==> config.mk <==
export PLATFORM = sky130hd
export DESIGN_NAME = perceptron_seq
export DESIGN_NICKNAME = d
export VERILOG_FILES = /design/src/rtl/perceptron_seq.sv
export SDC_FILE = /design/constraint.sdc
export NUM_CORES = 1
export LEC_CHECK = 0
export BUFFER_PORTS_ARGS = -buffer_cell sky130_fd_sc_hd__buf_2
export CAP_MARGIN = 20
export CORE_UTILIZATION = 55
export DETAILED_ROUTE_END_ITERATION = 8
export GPL_TIMING_DRIVEN = 1
export PLACE_DENSITY = 0.76
export SYNTH_ARGS = -nofsm -noshare
export SYNTH_HDL_FRONTEND = slang
export SYNTH_SLANG_ARGS = --single-unit
==> constraint.sdc <==
create_clock -name CLOCK_50 -period 10.4 [get_ports CLOCK_50]
set_input_delay 3.12 -clock CLOCK_50 [delete_from_list [all_inputs] [get_ports CLOCK_50]]
set_output_delay 3.12 -clock CLOCK_50 [all_outputs]
set_load 0.1 [all_outputs]
==> src/rtl/perceptron_seq.sv <==
// Sequential online perceptron that predicts the next button bit from a shift history of past bits.
// One shared datapath walks the taps serially: weight update, squared norm, optional halving, history shift, dot product.
module perceptron_seq #(
  parameter int          N_TAPS   = 20,
  parameter int          WW       = 10,
  parameter int          ETA      = 2,
  parameter logic [23:0] GAMMA_SQ = 24'd500000
) (
  input  logic          CLOCK_50,
  input  logic          rst,
  input  logic          in_valid,
  input  logic          in_bit,
  output logic          busy,
  output logic          pred,
  output logic          pred_valid,
  output logic [WW-1:0] y,
  output logic          ovf,
  output logic [7:0]    led
);

  localparam int ACC_W = 16;
  localparam int IW    = (N_TAPS > 1) ? $clog2(N_TAPS) : 1;
  localparam logic [IW-1:0]            LAST   = IW'(N_TAPS - 1);
  localparam logic signed [ACC_W-1:0] SAT_HI = ACC_W'(2 ** (WW - 1) - 1);
  localparam logic signed [ACC_W-1:0] SAT_LO = -SAT_HI;
  localparam logic signed [ACC_W-1:0] ETA_S  = ACC_W'(ETA);

  typedef enum logic [2:0] {IDLE, UPDATE, NORM, SCALE, SHIFT, PREDICT, DONE} state_t;

  // Symmetric clamp: the most negative code is never produced, so negation stays safe.
  function automatic logic signed [WW-1:0] sat_ww(input logic signed [ACC_W-1:0] v);
    logic signed [ACC_W-1:0] c;
    if (v > SAT_HI)      c = SAT_HI;
    else if (v < SAT_LO) c = SAT_LO;
    else                 c = v;
    return c[WW-1:0];
  endfunction

  state_t                  state_q, state_d;
  logic [IW-1:0]           idx_q, idx_d;
  logic signed [WW-1:0]    w_q [N_TAPS];
  logic signed [WW-1:0]    w_d [N_TAPS];
  logic [N_TAPS-1:0]       xh_q, xh_d;
  logic                    xin_q, xin_d;
  logic                    pend_q, pend_d;
  logic                    pend_bit_q, pend_bit_d;
  logic [23:0]             norm_q, norm_d;
  logic signed [ACC_W-1:0] acc_q, acc_d;
  logic signed [WW-1:0]    y_q, y_d;
  logic                    pred_q, pred_d;
  logic                    pred_valid_q, pred_valid_d;
  logic                    busy_q, busy_d;
  logic                    ovf_q, ovf_d;
  logic                    armed_q, armed_d;
  logic [6:0]              hits_q, hits_d;

  logic signed [WW-1:0]    w_cur;
  logic signed [2*WW-1:0]  sq;
  logic signed [ACC_W-1:0] w_ext;
  logic                    accept_new;
  logic                    nb;

  assign w_cur      = w_q[idx_q];
  assign sq         = w_cur * w_cur;
  assign w_ext      = ACC_W'(w_cur);
  // armed_q masks the first edge after reset release so a coincident pulse is ignored.
  assign accept_new = armed_q && in_valid;

  always_comb begin
    state_d      = state_q;
    idx_d        = idx_q;
    for (int i = 0; i < N_TAPS; i++) w_d[i] = w_q[i];
    xh_d         = xh_q;
    xin_d        = xin_q;
    pend_d       = pend_q;
    pend_bit_d   = pend_bit_q;
    norm_d       = norm_q;
    acc_d        = acc_q;
    y_d          = y_q;
    pred_d       = pred_q;
    pred_valid_d = 1'b0;
    ovf_d        = ovf_q;
    hits_d       = hits_q;
    armed_d      = 1'b1;
    nb           = pend_q ? pend_bit_q : in_bit;

    if (state_q != IDLE && accept_new) begin
      if (!pend_q) begin
        pend_d     = 1'b1;
        pend_bit_d = in_bit;
      end else begin
        ovf_d = 1'b1;
      end
    end

    case (state_q)
      IDLE: begin
        if (pend_q || accept_new) begin
          xin_d   = nb;
          state_d = UPDATE;
          idx_d   = '0;
          if (nb == pred_q && hits_q != 7'h7f) hits_d = hits_q + 7'd1;
          // A pulse arriving while the buffered event drains takes its slot.
          pend_d = pend_q && accept_new;
          if (pend_q && accept_new) pend_bit_d = in_bit;
        end
      end
      UPDATE: begin
        w_d[idx_q] = sat_ww(w_ext + ((xin_q == xh_q[idx_q]) ? ETA_S : -ETA_S));
        idx_d      = (idx_q == LAST) ? '0 : idx_q + 1'b1;
        if (idx_q == LAST) state_d = NORM;
      end
      NORM: begin
        norm_d = ((idx_q == '0) ? 24'd0 : norm_q) + 24'($unsigned(sq));
        idx_d  = (idx_q == LAST) ? '0 : idx_q + 1'b1;
        if (idx_q == LAST) state_d = SCALE;
      end
      SCALE: begin
        if (norm_q > GAMMA_SQ)
          for (int i = 0; i < N_TAPS; i++) w_d[i] = w_q[i] >>> 1;
        state_d = SHIFT;
      end
      SHIFT: begin
        xh_d    = {xh_q[N_TAPS-2:0], xin_q};
        state_d = PREDICT;
      end
      PREDICT: begin
        acc_d = ((idx_q == '0) ? '0 : acc_q) + (xh_q[idx_q] ? w_ext : -w_ext);
        idx_d = (idx_q == LAST) ? '0 : idx_q + 1'b1;
        if (idx_q == LAST) state_d = DONE;
      end
      DONE: begin
        y_d          = sat_ww(acc_q);
        pred_d       = !acc_q[ACC_W-1];
        pred_valid_d = 1'b1;
        state_d      = IDLE;
      end
      default: state_d = IDLE;
    endcase

    // Stay busy across the IDLE slot that drains a buffered event.
    busy_d = (state_d != IDLE) || pend_d;
  end

  always_ff @(posedge CLOCK_50 or posedge rst) begin
    if (rst) begin
      state_q      <= IDLE;
      idx_q        <= '0;
      for (int i = 0; i < N_TAPS; i++) w_q[i] <= '0;
      xh_q         <= '0;
      xin_q        <= 1'b0;
      pend_q       <= 1'b0;
      pend_bit_q   <= 1'b0;
      norm_q       <= '0;
      acc_q        <= '0;
      y_q          <= '0;
      pred_q       <= 1'b0;
      pred_valid_q <= 1'b0;
      busy_q       <= 1'b0;
      ovf_q        <= 1'b0;
      armed_q      <= 1'b0;
      hits_q       <= '0;
    end else begin
      state_q      <= state_d;
      idx_q        <= idx_d;
      for (int i = 0; i < N_TAPS; i++) w_q[i] <= w_d[i];
      xh_q         <= xh_d;
      xin_q        <= xin_d;
      pend_q       <= pend_d;
      pend_bit_q   <= pend_bit_d;
      norm_q       <= norm_d;
      acc_q        <= acc_d;
      y_q          <= y_d;
      pred_q       <= pred_d;
      pred_valid_q <= pred_valid_d;
      busy_q       <= busy_d;
      ovf_q        <= ovf_d;
      armed_q      <= armed_d;
      hits_q       <= hits_d;
    end
  end

  assign busy       = busy_q;
  assign pred       = pred_q;
  assign pred_valid = pred_valid_q;
  assign y          = y_q;
  assign ovf        = ovf_q;
  assign led        = {pred_q, hits_q};

endmodule

==> Word-level counts from Yosys, hierarchy flattened <==
Cells that the tools add are included.
{ "classes": {"add_sub_neg": 6, "mul": 1, "div_mod_pow": 0, "order_cmp": 8, "n_eq_ne": 12, "shifts": 0, "mux": 36, "bitwise_logic": 2, "n_reduce_logical": 21} }
{ "ops": {"columns": ["operator", "count"], "rows": [
  ["$pmux 200 s2", 1],
  ["$bwmux 200", 1],
  ["$mux 199", 1],
  ["$mux 10", 8],
  ["$bmux 10 s5", 1],
  ["$demux 10 s5", 1],
  ["$mux 16", 3],
  ["$gt 16x10->1 const B", 2],
  ["$lt 16x10->1 const B", 2],
  ["$add 24x20->24", 1],
  ["$gt 24x19->1 const B", 1],
  ["$mux 24", 1],
  ["$mul 10x10->20", 1],
  ["$pmux 3 s6", 1],
  ["$add 10x16->16", 1],
  ["$add 16x16->16", 1],
  ["$neg 16->16", 1],
  ["$mux 3", 4],
  ["$mux 1", 10],
  ["$mux 5", 2],
  ["$pmux 5 s2", 1],
  ["$reduce_and 2->1", 5],
  ["$eq 3x3->1 const B", 3],
  ["$add 7x1->7 const B", 1],
  ["22 further kinds", 32]
]} }
{ "word_totals": {"reg_bits": 293, "latch_bits": 0, "ram_bits": 0, "romBits": 0, "input_bits": 4, "out_inout_bits": 22, "wordCells": 141, "memories": 0} }

==> Depth between registers and ports, before layout <==
Gate-level depths: netlist (run 1).
{ "depth": {"depth_word": 11, "depth_mapped": 38, "mapped_depth_nobuf": 34} }

==> Worst setup path after synthesis (run 1) <==
Ideal clock, no wire load.
{ "synth_timing": {"path_type": "register to register", "start": "reg idx_q[0]", "end": "reg norm_q[23]", "setup_ns": 0.069, "arrival_time_ns": 8.551, "required_ns": 10.331, "slack_ns": 1.779, "stages_incl_launch_ff": 36, "path_buffers": 3, "period_less_slack_ns": 8.621, "cell_sequence": "dfrtp_1 > buf_4 > buf_6 > buf_2 > mux4_2 > a21oi_1 > o21ai_0 > nand2_1 > clkinv_1 > nand2_1 > inv_1 > fa_1 > inv_1 > fa_1 > inv_1 > fa_1 > fa_1 > inv_1 > fa_1 > inv_1 > ha_1 > or2_2 > a21oi_1 > a31oi_1 > a21o_1 > a21oi_1 > xnor2_1 > ha_1 > o21a_1 > nor2_1 > inv_1 > a21oi_1 > a221oi_1 > a21oi_1 > or4b_2 > nand3_1"} }
{ "synth_between": {"elab_chain_cells": 6, "word_cells_on_any_way": 8, "cone_classes": "add/sub (1); mul (1); mux (4); bitwise (1); reduce/logical (1)"} }
{ "synth_rtl": {"columns": ["element", "line", "text"], "rows": [
  ["from (decl)", "40", "logic [IW-1:0] idx_q, idx_d;"],
  ["from (signal assigned)", "165", "idx_q <= idx_d;"],
  ["$not 5->6 (implied by the code)", "63", "assign w_cur = w_q[idx_q];"],
  ["$bmux 10 s5", "63", null],
  ["$mux 10 (implied by the code) (2 in a row)", "63", null],
  ["$mul 10x10->20", "64", "assign sq = w_cur * w_cur;"],
  ["$add 24x20->24 (*)", "114", "norm_d = ((idx_q == '0) ? 24'd0 : norm_q) + 24'($unsigned(sq));"],
  ["to (signal assigned)", "171", "norm_q <= norm_d;"],
  ["to (decl)", "47", "logic [23:0] norm_q, norm_d;"]
]} }
Every way passes the cells marked *; elsewhere a longest branch is shown, timed or not. The select of a mux whose other input is x is not followed.
A chain may end at the register's enable or synchronous reset.

==> Worst setup path in the final report (run 1) <==
{ "layout_timing": {"start": "reg idx_q[1]", "end": "reg norm_q[23]"} }
Same word-level chain as after synthesis.

==> metrics, run 1 <==
CP max-delay cell=dfrtp_2; die height=200.0 µm; final instance area=0.02329 mm²; total track usage=29.15%; Critical Path RT=10860 ps; Fin Setup TNS=0 ps; residual DRC count=0; Resize count post-CTS=0; Synth Area in Simple Gates=15.86%; share of the synthesized area in the top cell type=34.00%; final worst slack=663.8 ps; share of cells above drive strength 1=17.50%; RSZ-0062 raised after global routing=false; Total Power=2.460 mW; worst path arrival time=10190 ps; later-pin clock latency in the skew report=540 ps; Post-DRT Antenna Nets=0; IO Count=26; Comb power frac=1.1%; post-synth net total=2407; Pleak=10.94 nW; Synth Area in Adders=13.73%; fin crit period=9736 ps; top cells by area, synth=dfrtp_1 34%, a221oi_2 9.7%, fa_1 7.7%, ha_1 6.0%, nand2_1 5.0%; ys async rst share=100.0%; Worst R2R End=norm_q[23]; Setup crit end kind=flip-flop; largest family of logic cells by synthesized area=compound AO/OA/AOI/OAI gates; Sw Ratio=21.50%; Final Setup Violations=0; CP Launch Point=idx_q[1]; first-pass GRT wire length=92.11 mm; Crit Path Max Fanout=33; Post-synth EDFFs=0; number of max-cap violations=0; P_int=1.931 mW; hold crit path type=reg2reg; CP Launch Type=flip-flop; Worst R2R Start=idx_q[1]; CP peak stage delay=1000 ps; most common cell in the netlist=dfrtp_1; clock tree buffer depth=3; ANT cells=0; Reg clk slew, reported paths=60 ps; HPWL Detailed=38.40 mm; synthesized area per cell=9.727 µm²; initial antenna violation count=0; post-layout util=60.27%; area delta synth->final=8.007%; vias in the first global route=17775; cell count of the worst reg-to-reg path=35; crit share post-route=93.62%; Clock power frac=52.5%; H-tree depth=2; R2R Setup Slk=660 ps; worst setup path end=norm_q[23]; Rel. slew slack=23.64%; synth unique cells=83; Synth Area in Compound Gates=19.95%; Post-Route Skew=22.81 ps; biggest area consumer among synthesized cells=dfrtp_1; Die ar.=0.04000 mm²; multiplexer area fraction after synthesis=7.670%; Final Hold Fails=0; Clock Tree Root=clkbuf_16; Max Slew Vio Count=0; Max IR drop VDD=0.00009690 V; total number of vias=17305; Via density=6.367; DR WL/cell=20.54 µm; cell mode on critical path=inv_1; pre-CTS setup slack=802.2 ps; Yosys warning total=0; ys flop type=dfrtp_1; # hold bufs at CTS=0; pin count of the biggest net entering global routing=74; Post-Syn Area=0.02156 mm²; Reg power frac=46.4%; Iter 0 DRT Violations=1731; Placed Instance Area=0.02209 mm²; layout net count=2367; final WL=55.83 mm; Initial Utilization=55.80%; slew at the pin closest to its max-slew limit=1145 ps; CTS tree=yes; Cell Pwr Density=105.6 mW/mm²; setup bufs post-CTS=0; Cells after Synth=2217; Post-Synth XOR/XNOR Area=3.122%; CTS buffer count=34; post-synthesis register bit count=293; Seq/Total Area, Yosys=34.00%; status=completed; Sink Count=293; sw power=0.5289 mW; Overflow after GRT=0; row count=72; Crit Path Category=reg2reg; Placer Congestion=0.9134; die width=200.0 µm; top cells by count, synth=293 x dfrtp_1, 289 x nand2_1, 257 x nor2_1, 156 x inv_1, 140 x a221oi_2; Max Clk Rate=0.1027 GHz; Buffers on Ports=25; Core Region=0.03865 mm²; 1st-pass router iterations=5
[power by group through the flow]
stage / clock network [mW] / registers, mW / logic (mW)
detailed placement: 0 / 1.16 / 0.0281
floorplan: 0 / 1.16 / 0.0188
global route: 1.35 / 1.14 / 0.0316
CTS: 1.31 / 1.14 / 0.0283
finish: 1.29 / 1.14 / 0.0268
global placement: 0 / 1.16 / 0.0279
[kinds of logic after synthesis]
group	count (synthesis)
AOI/OAI and AO/OA	490
xor gates and xnor gates	76
muxes	105
other	1
DFF	293
and+or+nand+nor	762
buffers and inverters	303
adders and majority gates	187
[state kept, by name (all words and copies together), names as in the netlist]
| signal | count |
|---|---|
| norm_q | 24 |
| busy | 1 |
| acc_q | 16 |
| pred_valid | 1 |
| pend_bit_q | 1 |
| y | 10 |
| ovf | 1 |
| armed_q | 1 |
| idx_q | 5 |
| w_q | 200 |
| hits_q | 7 |
| xh_q | 20 |
| pred | 1 |
| state_q | 3 |
| xin_q | 1 |
| pend_q | 1 |
[through the flow]
stage | hold WS (ps) | instances
floorplan | 449.8 | 2217
global placement | 456.7 | 2659
detailed placement | 466.1 | 2659
CTS | 488.6 | 2718
global route | 510.2 | 2718
finish | 485.1 | 2718
[metal layers]
| metal | GRT usage (%) | wire length (µm) | vias up |
|---|---|---|---|
| met1 | 37.07 | 22370 | 8713 |
| met3 | 4.452 | 3740 | 170 |
| met5 | 0 | 0 | - |
| li1 | - | - | 7728 |
| met2 | 49.00 | 27220 | 694 |
| met4 | 13.60 | 2496 | 0 |
[critical path, delay by kind of cell, from the launching register on]
kind | cells | cell delay [ps]
mux | 2 | 670
fa+ha+maj | 7 | 3000
compound gates | 11 | 2520
xor+xnor | 1 | 90
simple gates | 6 | 1350
flops | 1 | 1000
buf+inv | 8 | 990
[final cells by class]
type	count	area [µm²]
clock buffers	45	973.4
clock inverters	14	222.7
fillers	3087	15360
inverters	162	611.8
multi-input cells	1621	13060
flip-flops and latches	293	7337
well taps	518	648.1
repair buffers	65	437.9
[how the worst min path moves through the flow]
| stage | slack [ps] | depth (start not counted) | endpoint | from |
|---|---|---|---|---|
| after floorplan | 450 | 2 | norm_q[15] | norm_q[15] |
| after global placement | 460 | 1 | ovf | ovf |
| after detailed placement | 470 | 1 | hits_q[6] | hits_q[6] |
| after CTS | 490 | 2 | y[7] | y[7] |
| after global routing | 510 | 1 | hits_q[6] | hits_q[6] |
| final | 490 | 2 | y[4] | y[4] |
[placed cells by master (no fill, tap or decap), types with 7 or more instances in the layout]
cell type and instances:
o21ai_2 8, and3_1 26, a21o_1 17, o22ai_1 31, nand2b_1 11, a31oi_1 14
nand4_1 7, a211oi_1 14, dfrtp_1 291, nor2b_1 18, buf_4 39, fa_1 83
a21oi_1 96, nand3_1 18, mux2i_1 28, nor3_1 21, mux4_2 45, nor4_1 7
ha_1 103, xnor2_1 47, o21ai_0 89, inv_1 155, o211ai_1 7, nand2_1 289
nor2_1 257, buf_2 25, a221oi_2 140, or2_2 19, xor2_1 28, clkbuf_16 35
a221oi_1 8, mux2_2 32, and2_1 55
(Power assumes the default switching activity.)
==> run 2: changes to the inputs <==
ABC_AREA = 1   (was default)
==> run 2 against run 1 <==
Net effect:
- worst hold slack got worse by 14 ps
- clock-buffer cell count increased by 9
- final area increased by 1.1%
- non-clock buffer count decreased by 4
- via count increased by 16%
- critical path type unchanged
- largest power group unchanged
==> metrics, run 2 <==
ys async rst share=100.0% (unchanged); die width=201.7 µm (+0.86%); Crit Path Category=reg2reg; cell count of the worst reg-to-reg path=39 (+11%); Setup crit end kind=flip-flop; setup bufs post-CTS=0 (unchanged); Critical Path RT=10830 ps (-30 ps); Yosys warning total=0 (unchanged); IO Count=26 (unchanged); Seq/Total Area, Yosys=33.42% (-0.59 points); hold crit path type=reg2reg; crit share post-route=87.99% (-5.6 points); CP Launch Type=flip-flop; Die ar.=0.04070 mm² (+1.7%); Top Registers=w_q (200), norm_q (24), xh_q (20); Max IR drop VDD=0.0001018 V (+5.1%); synthesized area per cell=7.388 µm² (-24%); final WL=61.54 mm (+10%); synth unique cells=54 (-35%); CTS buffer count=36 (+5.9%); CTS tree=yes; Placer Congestion=0.9461 (+3.6%); Iter 0 DRT Violations=2516 (+45%); busiest grt layer=met2; met1 usage=41.72% (+4.6 points); CP peak stage delay=750 ps (-250 ps); final instance area=0.02355 mm² (+1.1%); Post-Syn Area=0.02194 mm² (+1.8%); Fin Setup TNS=0 ps (unchanged); Via density=5.782 (-9.2%); Clock Tree Root=clkbuf_16; H-tree depth=2 (unchanged); Post-Route Skew=29.59 ps (+6.784 ps); total track usage=30.87% (+1.7 points); Initial Utilization=56.25% (+0.45 points); row count=72 (unchanged); slew at the pin closest to its max-slew limit=1181 ps (+36.04 ps); biggest area consumer among synthesized cells=dfrtp_1; ys flop type=dfrtp_1; 1st-pass router iterations=6 (+1); Min Hold Slack=470.7 ps (-14.33 ps); Cell Pwr Density=104.5 mW/mm² (-1.0%); cell mode on critical path=inv_1; share of cells above drive strength 1=5.531% (-12 points); Post-DRT Antenna Nets=0 (unchanged); post-synth net total=3160 (+31%); DR WL/cell=17.66 µm (-14%); vias in the first global route=19825 (+12%); worst path arrival time=9590 ps (-600 ps); Hold Path Cell Cnt=1 (-1); # hold bufs at CTS=0 (unchanged); most common cell in the netlist=nand2_1; grt met2 use=49.19% (+0.19 points); post-synthesis register bit count=293 (unchanged); status=completed; first-pass GRT wire length=101.4 mm (+10%); total number of vias=20144 (+16%); initial antenna violation count=0 (unchanged); Final Hold Fails=0 (unchanged); number of max-cap violations=0 (unchanged); Reg clk slew, reported paths=60 ps (about the same); R2R Setup Slk=1250 ps (+590 ps); Core Region=0.03901 mm² (+0.93%); top cells by area, synth=dfrtp_1 33%, nand2_1 9.8%, fa_1 7.6%, a21oi_1 7.5%, nor2_1 7.2%; Pleak=11.03 nW (+0.77%); commonest non-fill, non-tap cell in the layout=nand2_1; layout net count=3128 (+32%); die height=201.7 µm (+0.86%); Placed Instance Area=0.02223 mm² (+0.62%); area delta synth->final=7.333%; Final Setup Violations=0 (unchanged); Largest Register=w_q; commonest non-fill, non-tap cells in the layout=571 x nand2_1, 419 x nor2_1, 363 x inv_1; CP max-delay cell=inv_2; clock tree buffer depth=3 (unchanged); Max Slew Vio Count=0 (unchanged); RSZ-0062 raised after global routing=false; Overflow after GRT=0 (unchanged); Cells after Synth=2970 (+34%); residual DRC count=0 (unchanged); HPWL Detailed=42.60 mm (+11%); pin count of the biggest net entering global routing=97 (+31%); Sink Count=293 (unchanged); share of the synthesized area in the top cell type=33.42% (-0.59 points); Max Clk Rate=0.1093 GHz (+6.4%); Rel. slew slack=21.05% (-2.6 points); Crit Path Max Fanout=53 (+61%); top cells by count, synth=571 x nand2_1, 420 x nor2_1, 364 x inv_1, 330 x a21oi_1, 293 x dfrtp_1; GRT met3 Usage=5.086% (+0.63 points); Resize count post-CTS=0 (unchanged); fin crit period=9151 ps (-585.4 ps); Buffers on Ports=25 (unchanged); later-pin clock latency in the skew report=570 ps (+30 ps); fillers=3429 (+11%); max FFs per register=200 (unchanged); Post-synth EDFFs=0 (unchanged)
-- run 2: path summary, 6_finish.rpt --
path	from	end
worst max-delay path	idx_q[0]	norm_q[22]
worst min-delay path	ovf	ovf
worst max register to register	idx_q[0]	norm_q[22]
worst min register to register	ovf	ovf
max in group asynchronous	rst	idx_q[0]
min in group asynchronous	rst	w_q[5]
-- run 2: cell families (layout without fill, tap and decap cells) --
| group | count (synthesis) | count (layout) | synth area share, % |
|---|---|---|---|
| buf+inv | 509 | 504 | 9.637 |
| xor+xnor | 65 | 65 | 2.595 |
| flops | 293 | 293 | 33.42 |
| compound gates | 770 | 770 | 19.79 |
| other cells | 1 | 2 | 0.01709 |
| mux | 1 | 1 | 0.05132 |
| fa+ha+maj | 186 | 186 | 13.45 |
| simple gates | 1145 | 1145 | 21.05 |
-- run 2: report_power, final --
group / internal, mW / switching [mW]
registers: 1.14 / 0.0000830
clock network: 0.773 / 0.523
logic: 0.00182 / 0.0238
-- run 2: area by class of cell --
type	instances	area [µm²]	share of cell area [%]
multi-input cells	2168	12500	53.09
repair buffers	61	425.4	1.806
inverters	378	1423	6.040
flip-flops and latches	293	7337	31.15
diodes	1	2.502	0.01063
well taps	518	648.1	2.752
clock buffers	54	1040	4.415
clock inverters	11	172.7	0.7331
-- run 2: routing by layer --
| metal | wire (µm) | share of wire, % | vias up |
|---|---|---|---|
| met4 | 2325 | 3.8 | 0 |
| li1 | - | - | 9517 |
| met5 | 0 | 0 | - |
| met2 | 28230 | 46 | 982 |
| met3 | 5443 | 8.8 | 166 |
| met1 | 25540 | 42 | 9479 |
-- run 2: critical path, delay by kind of cell (launching register included) --
kind | cells | cell delay, ps
compound gates | 7 | 1470
simple gates | 14 | 1910
buf+inv | 9 | 1970
fa+ha+maj | 7 | 2890
flops | 1 | 480
xor+xnor | 2 | 270
-- run 2: per-stage QoR --
| stage | worst slack (ps) | utilization [%] | instances | power [mW] |
|---|---|---|---|---|
| after floorplan | 2888 | - | 2970 | 1.179 |
| after global placement | 1669 | 56.95 | 3406 | 1.188 |
| after detailed placement | 1429 | 56.99 | 3407 | 1.188 |
| after CTS | 1376 | 60.10 | 3472 | 2.484 |
| after global routing | 526.8 | 60.37 | 3483 | 2.529 |
| final | 1249 | 60.38 | 3484 | 2.462 |
